--- src/rtl/pipe_ctrl_pkg.sv ---
// -----------------------------------------------------------------------------
// pipe_ctrl_pkg
// Shared types and constants for the pipeline stall/flush sequencer.
//   state_t   : sequencer FSM states (RUN, MEM_WAIT, HALT)
//   NOP_INSTR : encoding loaded into IF/ID when it is flushed (addi x0,x0,0)
//   REG_X0    : architectural zero register index, never a real hazard source
// -----------------------------------------------------------------------------
package pipe_ctrl_pkg;

    typedef enum logic [1:0] {
        RUN      = 2'd0,
        MEM_WAIT = 2'd1,
        HALT     = 2'd2
    } state_t;

    localparam logic [31:0] NOP_INSTR = 32'h0000_0013;
    localparam logic [4:0]  REG_X0    = 5'd0;

endpackage : pipe_ctrl_pkg

--- src/rtl/pipe_hazard_detect.sv ---
// -----------------------------------------------------------------------------
// pipe_hazard_detect
// Purely combinational load-use hazard detector. Flags when the instruction in
// ID reads a register that the load currently in EX will write.
// Ports:
//   id_rs1, id_rs2           in  source register indices of the ID instruction
//   id_uses_rs1, id_uses_rs2 in  ID instruction actually reads rs1 / rs2
//   ex_rd                    in  destination index of the EX instruction
//   ex_mem_read              in  EX instruction is a load
//   load_use                 out one-bubble stall required
// -----------------------------------------------------------------------------
module pipe_hazard_detect
    import pipe_ctrl_pkg::*;
(
    input  logic [4:0] id_rs1,
    input  logic [4:0] id_rs2,
    input  logic       id_uses_rs1,
    input  logic       id_uses_rs2,
    input  logic [4:0] ex_rd,
    input  logic       ex_mem_read,
    output logic       load_use
);

    logic rs1_hit;
    logic rs2_hit;

    assign rs1_hit = id_uses_rs1 && (id_rs1 == ex_rd);
    assign rs2_hit = id_uses_rs2 && (id_rs2 == ex_rd);

    // Writes to x0 are discarded, so a load targeting x0 never creates a hazard.
    assign load_use = ex_mem_read && (ex_rd != REG_X0) && (rs1_hit || rs2_hit);

endmodule : pipe_hazard_detect

--- src/rtl/pipe_ctrl.sv ---
// -----------------------------------------------------------------------------
// pipe_ctrl
// Central stall/flush sequencer for the 5-stage pipeline. Detects load-use
// hazards, applies EX-resolved redirects and freezes the whole pipeline while
// data memory is busy, with a sticky fault if memory never answers.
//
// Optional feature: define PIPE_CTRL_PERF_EN to add three 32-bit wrapping
// performance counters (perf_stall_cnt, perf_flush_cnt, perf_wait_cnt).
//
// Parameters:
//   MEM_TIMEOUT : max consecutive wait cycles before fault (>= 1)
//   CNT_W       : wait counter width, 2**CNT_W > MEM_TIMEOUT
// Ports:
//   clk, rst                 clock, synchronous active-high reset
//   id_rs1/id_rs2            ID source indices
//   id_uses_rs1/id_uses_rs2  ID source-read enables
//   ex_rd, ex_mem_read       EX destination and load flag
//   ex_redirect              EX resolved a taken branch/jump
//   mem_req, mem_ready       MEM stage access pending / completing
//   pc_stall, if_id_stall    hold PC / IF/ID
//   if_id_flush              load NOP into IF/ID
//   id_ex_flush              bubble into ID/EX
//   ex_mem_flush             bubble into EX/MEM
//   freeze                   hold every pipeline register and the PC
//   mem_err                  sticky memory-timeout fault
// -----------------------------------------------------------------------------
module pipe_ctrl
    import pipe_ctrl_pkg::*;
#(
    parameter int MEM_TIMEOUT = 16,
    parameter int CNT_W       = 5
) (
    input  logic       clk,
    input  logic       rst,
    input  logic [4:0] id_rs1,
    input  logic [4:0] id_rs2,
    input  logic       id_uses_rs1,
    input  logic       id_uses_rs2,
    input  logic [4:0] ex_rd,
    input  logic       ex_mem_read,
    input  logic       ex_redirect,
    input  logic       mem_req,
    input  logic       mem_ready,
    output logic       pc_stall,
    output logic       if_id_stall,
    output logic       if_id_flush,
    output logic       id_ex_flush,
    output logic       ex_mem_flush,
    output logic       freeze,
`ifdef PIPE_CTRL_PERF_EN
    output logic [31:0] perf_stall_cnt,
    output logic [31:0] perf_flush_cnt,
    output logic [31:0] perf_wait_cnt,
`endif
    output logic       mem_err
);

    localparam logic [CNT_W-1:0] TIMEOUT_VAL = CNT_W'(MEM_TIMEOUT);

    state_t           state;
    state_t           state_next;
    logic [CNT_W-1:0] wait_cnt;
    logic [CNT_W-1:0] wait_cnt_next;
    logic             mem_err_next;
    logic             load_use;
    logic             apply_rules;

    pipe_hazard_detect u_hazard (
        .id_rs1      (id_rs1),
        .id_rs2      (id_rs2),
        .id_uses_rs1 (id_uses_rs1),
        .id_uses_rs2 (id_uses_rs2),
        .ex_rd       (ex_rd),
        .ex_mem_read (ex_mem_read),
        .load_use    (load_use)
    );

    // EX/MEM never needs a bubble outside reset, and reset already forces every
    // control output low while the register itself is cleared by rst.
    assign ex_mem_flush = 1'b0;

    // NOTE: every signal written below gets a default first, so no path leaves
    // one unassigned and no latch is inferred.
    always_comb begin
        state_next    = state;
        wait_cnt_next = wait_cnt;
        mem_err_next  = mem_err;
        apply_rules   = 1'b0;
        pc_stall      = 1'b0;
        if_id_stall   = 1'b0;
        if_id_flush   = 1'b0;
        id_ex_flush   = 1'b0;
        freeze        = 1'b0;

        if (rst) begin
            // Outputs stay at their zero defaults for the reset cycle.
            state_next    = RUN;
            wait_cnt_next = '0;
            mem_err_next  = 1'b0;
        end else begin
            unique case (state)
                RUN: begin
                    if (mem_req && !mem_ready) begin
                        freeze        = 1'b1;
                        state_next    = MEM_WAIT;
                        wait_cnt_next = CNT_W'(1);
                    end else begin
                        apply_rules = 1'b1;
                    end
                end
                MEM_WAIT: begin
                    if (mem_ready) begin
                        // Memory completes this edge, so the pipeline moves and
                        // the ordinary redirect/hazard rules take effect now.
                        apply_rules   = 1'b1;
                        state_next    = RUN;
                        wait_cnt_next = '0;
                    end else if (wait_cnt == TIMEOUT_VAL) begin
                        freeze       = 1'b1;
                        state_next   = HALT;
                        mem_err_next = 1'b1;
                    end else begin
                        freeze        = 1'b1;
                        wait_cnt_next = wait_cnt + CNT_W'(1);
                    end
                end
                HALT: begin
                    freeze       = 1'b1;
                    mem_err_next = 1'b1;
                end
                default: begin
                    state_next = RUN;
                end
            endcase

            if (apply_rules) begin
                if (ex_redirect) begin
                    // The ID instruction is squashed, so any hazard it carries
                    // is irrelevant; the PC must load the target.
                    if_id_flush = 1'b1;
                    id_ex_flush = 1'b1;
                end else if (load_use) begin
                    // Hold PC and IF/ID one cycle and insert a single bubble.
                    pc_stall    = 1'b1;
                    if_id_stall = 1'b1;
                    id_ex_flush = 1'b1;
                end
            end
        end
    end

    // NOTE: sequential state uses non-blocking assignments so every register
    // samples the pre-edge values, independent of statement order.
    always_ff @(posedge clk) begin
        state    <= state_next;
        wait_cnt <= wait_cnt_next;
        mem_err  <= mem_err_next;
    end

`ifdef PIPE_CTRL_PERF_EN
    // Each counter advances on the same edge its qualifying output is sampled.
    always_ff @(posedge clk) begin
        if (rst) begin
            perf_stall_cnt <= '0;
            perf_flush_cnt <= '0;
            perf_wait_cnt  <= '0;
        end else begin
            if (pc_stall)    perf_stall_cnt <= perf_stall_cnt + 32'd1;
            if (if_id_flush) perf_flush_cnt <= perf_flush_cnt + 32'd1;
            if (freeze)      perf_wait_cnt  <= perf_wait_cnt  + 32'd1;
        end
    end
`endif

endmodule : pipe_ctrl

--- config.mk ---
export PLATFORM = sky130hd
export DESIGN_NAME = pipe_ctrl
export DESIGN_NICKNAME = d
export VERILOG_FILES = /design/src/rtl/pipe_ctrl_pkg.sv /design/src/rtl/pipe_hazard_detect.sv /design/src/rtl/pipe_ctrl.sv
export SDC_FILE = /design/constraint.sdc
export NUM_CORES = 1
export LEC_CHECK = 0
export ABC_AREA = 1
export CAP_MARGIN = 20
export CORE_MARGIN = 3
export CORE_UTILIZATION = 39
export CTS_CLUSTER_DIAMETER = 80
export DETAILED_ROUTE_END_ITERATION = 8
export GPL_ROUTABILITY_DRIVEN = 0
export PLACE_DENSITY = 0.84
export RECOVER_POWER = 100
export SYNTH_ARGS = -nofsm -noshare
export SYNTH_HDL_FRONTEND = slang
export SYNTH_SLANG_ARGS = --single-unit
--- constraint.sdc ---
create_clock -name clk -period 1.4 [get_ports clk]
set_input_delay 0.28 -clock clk [delete_from_list [all_inputs] [get_ports clk]]
set_output_delay 0.28 -clock clk [all_outputs]
set_load 0.1 [all_outputs]
# Yosys cells after proc, flatten, opt, wreduce, memory -nomap -nowiden
# Index checks and enable logic that the tools add are counted.
[word_totals]
ff_bits = 8
output_inout_bits = 7
input_bits = 23
elab_cells = 58
[classes]
addsub = 1
muxes = 29
n_eq_ne = 10
n_reduce_logical = 14
bitwise = 1
[op_table]
columns = ["operator", "n"]
rows = [
  ["two-way mux 1 bit", 18],
  ["two-way mux 5 bit", 3],
  ["equality test 5 bit", 2],
  ["case mux 5 bit (2 select lines)", 1],
  ["AND reduction 3 bit", 3],
  ["two-way mux 2 bit", 3],
  ["inequality test 2 bit (second input constant)", 3],
  ["inequality test 3 bit (second input constant)", 2],
  ["case mux 2 bit (3 select lines)", 1],
  ["adder 5 x 1 -> 5 bit (second input constant)", 1],
  ["equality test 5 bit (second input constant)", 1],
  ["logical AND 1 bit", 5],
  ["nonzero test 5 bit", 1],
  ["case mux 1 bit (2 select lines)", 2],
  ["nonzero test 2 bit", 2],
  ["case mux 1 bit (3 select lines)", 1],
  ["equality test 2 x 1 -> 1 bit (second input constant)", 1],
  ["equality test 2 bit (second input constant)", 1],
  ["zero test 2 bit", 1],
  ["zero test 1 bit", 1],
  ["logical OR 1 bit", 1],
  ["NOT 1 bit", 1],
]

# Longest topological paths before layout
[depth]
ltp_word = 8
ltp_mapped = 9
depth_no_buf = 9

# Modules after synthesis
# From an unflattened synthesis, not the netlist that was laid out.
[unflattened]
cells_unflattened = 144
hier_area_um2 = 768.2
[modules_own_cells]
columns = ["mod", "cells_per_inst", "area_each_um2", "n_inst", "seq_area_each_um2"]
rows = [
  ["pipe_ctrl", 89, 551.8, 1, 160.2],
  ["pipe_hazard_detect", 55, 216.5, 1, 0.0],
]

# Worst setup path after synthesis
# OpenSTA, ideal clock, no wires.
[synth_timing]
path_kind = "flip-flop to output port"
startpoint = "register state[0]"
endpoint = "output port freeze"
t_required_ns = 1.120
setup_slack_ns = -1.073
path_buffers = 0
t_arrival_ns = 2.193
stages_incl_launch_ff = 4
cell_sequence = "dfxtp_1 nor2_1 nand3_1 a21oi_1"
[synth_via]
elab_chain_len = 3
word_cells_on_any_way = 5
cone_classes = "eq/ne: 2; mux: 2; reduce/logical: 1"
[synth_rtl]
columns = ["item", "line", "source"]
rows = [
  ["start: declaration", "pipe_ctrl.sv:60", "state_t state;"],
  ["start signal: assignment", "pipe_ctrl.sv:155", "state <= state_next;"],
  ["equality test 2 bit, or another cell as far along", "pipe_ctrl.sv:101", "unique case (state)"],
  ["case mux 1 bit (3 select lines) (*)", "pipe_ctrl.sv:101", ""],
  ["two-way mux 1 bit (*)", "pipe_ctrl.sv:95", "if (rst) begin"],
  ["end: declaration", "pipe_ctrl.sv:49", "output logic freeze,"],
]
# Mark *: on every way between the ends. The rest lies on a longest branch, timed or not.

# Final worst setup path
[layout_timing]
startpoint = "register state[0]"
endpoint = "output port pc_stall"
[layout_via]
elab_chain_len = 5
word_cells_on_any_way = 6
cone_classes = "eq/ne: 1; mux: 4; reduce/logical: 1"
[layout_rtl]
columns = ["item", "line", "source"]
rows = [
  ["equality test 2 x 1 -> 1 bit / zero test 2 bit (equally long branches)", "pipe_ctrl.sv:101", ""],
  ["case mux 1 bit (2 select lines) (*)", "pipe_ctrl.sv:101", ""],
  ["two-way mux 1 bit (*)", "pipe_ctrl.sv:95", ""],
  ["two-way mux 1 bit (*)", "pipe_ctrl.sv:136", "if (apply_rules) begin"],
  ["two-way mux 1 bit (*)", "pipe_ctrl.sv:95", ""],
  ["end: declaration", "pipe_ctrl.sv:44", "output logic pc_stall,"],
]
# Mark *: on every way between the ends. The rest lies on a longest branch, timed or not. The select of a mux whose other input is x is not followed.

==> results <==
- The synthesized-area fraction occupied by and/or/nand/nor cells is 56.0%.
- The type of origin of the critical path is a flip-flop.
- In the final design database the tool counted 220 nets.
- In the final timing run, aggregate negative setup slack is -1.74 ns.
- The number of nets in the synthesized netlist is 172.
- The iteration count of the initial detailed-routing pass is 4.
- The share of synthesized area in the top cell type comes to 22.2%.
- At the worst endpoint, the required time is 1.12 ns.
- The antenna diode instance count is 0.
- The run finished, with violations left.
- The total area inside the core boundary comes to 0.00184 sq mm.
- After floorplanning, the core was divided into 15 placement rows.
- The number of synthesized register bits is 8.
- Dividing the detail-routed wire length by the instance count gives 11.9 um.
- Global routing finished with a remaining overflow of 0.
- The routed design has 2.60 mm of wire.
- The startpoint identified for the worst register-to-register timing path is state[0].
- The CTS tree is yes.
- The x dimension of the die is 51.7 um.
- The number of antenna violations at the first check in global routing is 0.
- The sort of element at the end of the critical path is an output port.
- The clock tree root buffer cell is sky130_fd_sc_hd__clkbuf_4.
- The checks that failed: setup timing.
- After synthesis, the share of cell area in mux cells is 0%.
- The setup slack of the worst register-to-register path is 0.08 ns.
- The global-route wire length before repair is 3.97 mm.
- At the later pin of the worst-skew pair, clock insertion delay measures 0.26 ns.
- On the critical path the largest part of the delay comes from simple AND/OR/NAND/NOR gates.
- The vertical die dimension is 51.7 um.
- The clock sink count is 8.
- The library cell with the largest summed area after synthesis is sky130_fd_sc_hd__nand2_1.
- In this run, the number of DRC markers left after iteration 0 of detailed routing was 35.
- By area the synthesized netlist is led by sky130_fd_sc_hd__nand2_1, sky130_fd_sc_hd__dfxtp_1, sky130_fd_sc_hd__nor2_1.
- Entering global routing, the biggest net connects 8 pins.
- After clock tree synthesis, the flow added hold-fix buffers numbering 0.
- The via count of the first global-routing pass is 1081.
- Once detail routing completed, the nets flagged for antenna violations numbered 0.
- Cells fill 74.7% of the core in the end.
- Walking the worst path, the cells encountered are inv_4 > nor2_4 > nand2_2 > nand2_2 > nand2_2 > nor2_2 > nand2_2 > nor2_4 > buf_12.
- The setup-violating endpoint count in the final report is 5.
- The synthesis-to-layout area growth is 68.9%.
- The part of the cycle the worst path needs is 131%.
- VDD sags by at most 520 uV.
- The share of the Yosys chip area taken by registers is 19.7%.
- The type of the tightest min-delay check is flip-flop to flip-flop.
- The largest single stage delay on the critical path is 0.38 ns.
- The power density over the cells is 553 mW/mm^2.
- The time the final worst path needs with I/O delays and setup is 1.83 ns.
- The initial cell density of the core is 44.2%.
- Along the worst path, the maximum fanout reaches 3.
- Input and output buffers added on the ports amount to 28.
- The finished layout holds 219 standard cells, fillers aside.
- The total leakage power is 0.000713 uW.
- The maximum level of the CTS H-tree is 1.
- The cell area after technology mapping is 813 sq um.
- The critical path's slowest cell is sky130_fd_sc_hd__dfxtp_4.
- The area of the die is 0.00267 sq mm.
- The number of top-level pins is 30.
- The design draws 759 uW.
- The most used cell along the critical path is sky130_fd_sc_hd__nand2_2.
- The share of total power in combinational logic is 41.9%.
- The number of placed instances with taps included is 211.
- The critical path is of the flip-flop to output port type.
- Of the total power, the share spent switching nets is 36.8%.
- Clock tree synthesis inserted a total of 3 buffers.
- Setup repair after global routing could not meet its margin everywhere.
- In the layout the commonest cells are sky130_fd_sc_hd__nand2_1, sky130_fd_sc_hd__nor2_1, sky130_fd_sc_hd__inv_1.
- The worst-case setup margin in the final layout is -0.430 ns.
- In this run the worst setup path begins at state[0].
- Across the run, the number of max-cap violations was 0.
- The average cell area after synthesis is 5.53 sq um.
- The total vias in the final route is 1093.
- In this run, distinct cell masters in the synthesized netlist total 19.
- The share of layout cells above drive strength 1 is 33.0%.
- The xor-xnor portion of the synthesized cell area is 0%.
- Summing the areas of all fa, ha and maj instances in the mapped netlist gives 3.08% of the synthesized area.
- In this run the deepest clock path goes through 2 buffers.
- The final hold violation count is 0.
- Clock-pin slew was measured on the worst setup and hold paths at 0.06 ns.
- The share of total power in the clock network is 26.0%.
- The total global routing track utilization is 19.5%.
- The synthesized-area fraction occupied by ao, oa, aoi and oai cells is 6.31%.
- The startpoint of the lowest-slack hold path is wait_cnt[3].
- For this run, the top clock speed supported by timing is 547 MHz.
- The yosys synthesis warning count is 0.
- After filler insertion, the fill cell instance count of the layout stands at 160.
- The total buffers and inverters traversed by the critical path is 2.
- After technology mapping, the gate count stands at 147.
- STA puts the critical path data arrival time at 1.55 ns.
- In the routed design, unresolved DRC markers number 0.
- The max-slew violation count was 0.
- The power dissipated by switching net loads is 279 uW.
- Dividing the detail-routed via count by the number of cells gives 4.99.
- The detailed-placement wirelength estimate is 1.97 mm.
- By area, the combinational part of the netlist is dominated by simple AND/OR/NAND/NOR gates.
- The library cell used most frequently in the layout, excluding fill and tap cells, is sky130_fd_sc_hd__nand2_1.
- The internal power consumption is 480 uW.
- Across the routed clock network, the largest skew measured is 0.00193 ns.
- The part of the total power dissipated in sequential elements is 32.1%.
-- state kept, by name, summed over array words and instances (netlist names) --
| name | count |
|---|---|
| state | 2 |
| mem_err | 1 |
| wait_cnt | 5 |
-- final timing paths --
path,to,cells after the start
max,pc_stall,9
min,wait_cnt[3],2
max reg2reg,wait_cnt[4],10
min reg2reg,wait_cnt[3],2
-- power groups by stage --
stage	registers (uW)	clock network [uW]	logic, uW
2_1_floorplan	246	0	166
3_3_place_gp	247	0	298
3_5_place_dp	247	0	307
4_1_cts	242	200	295
5_1_grt	245	215	344
6_report	244	197	318
-- kinds of logic after synthesis --
family | count (synthesis)
adder cells (fa/ha/maj) | 2
other | 1
AND/OR/NAND/NOR | 99
flip-flops | 8
AO/OA/AOI/OAI | 8
buffers and inverters | 29
-- per-stage QoR --
step                hold slack (ns)  instance area [sq um]  worst slack, ns
finish                        0.513                   1370           -0.430
global route                  0.530                   1370           -0.485
CTS                           0.507                   1320           -0.350
detailed placement            0.499                   1300           -0.577
global placement              0.472                   1300           -0.546
floorplan                     0.449                    858           -0.515
-- synth_stat cells --
cell type	count
sky130_fd_sc_hd__buf_4	2
sky130_fd_sc_hd__nand2_4	3
sky130_fd_sc_hd__nor2_1	24
sky130_fd_sc_hd__nand2_2	7
sky130_fd_sc_hd__o21ai_0	2
sky130_fd_sc_hd__clkbuf_2	1
sky130_fd_sc_hd__nor2_4	2
sky130_fd_sc_hd__nor2_2	3
sky130_fd_sc_hd__nand4_1	1
sky130_fd_sc_hd__inv_2	5
sky130_fd_sc_hd__conb_1	1
sky130_fd_sc_hd__nor3_2	1
sky130_fd_sc_hd__dfxtp_1	8
sky130_fd_sc_hd__nand2_1	48
sky130_fd_sc_hd__a21oi_1	3
sky130_fd_sc_hd__ha_1	2
sky130_fd_sc_hd__nand3_1	10
sky130_fd_sc_hd__inv_1	21
sky130_fd_sc_hd__a21oi_2	3
-- layer usage --
metal	vias to the layer above	track usage [%]	share of wire, %
li1	529	-	-
met1	494	17.0	34
met2	58	40.3	55
met3	12	4.30	7.3
met4	0	9.61	3.5
met5	-	0	0
-- tightest hold or removal path: stages, from the launching register on --
cell and delay [ns]:
sky130_fd_sc_hd__dfxtp_1 0.32, sky130_fd_sc_hd__nand2_1 0.09, sky130_fd_sc_hd__a21oi_2 0.05
-- timing repair --
action                                  4_1_cts  5_1_grt
resized for setup                            20       13
endpoints found under the setup margin        5       10
pin swaps                                    12        8
setup buffers                                 1        3
hold endpoints to repair                      0        0
-- area by class of cell --
cell class | count | area, sq um | share of cell area (%)
tap | 25 | 31.3 | 2.28
inverter | 26 | 104 | 7.56
multi-input combinational | 110 | 594 | 43.3
sequential | 8 | 166 | 12.1
timing repair buffer | 46 | 452 | 32.9
clock buffer | 4 | 26.3 | 1.91
(Power assumes the default switching activity.)
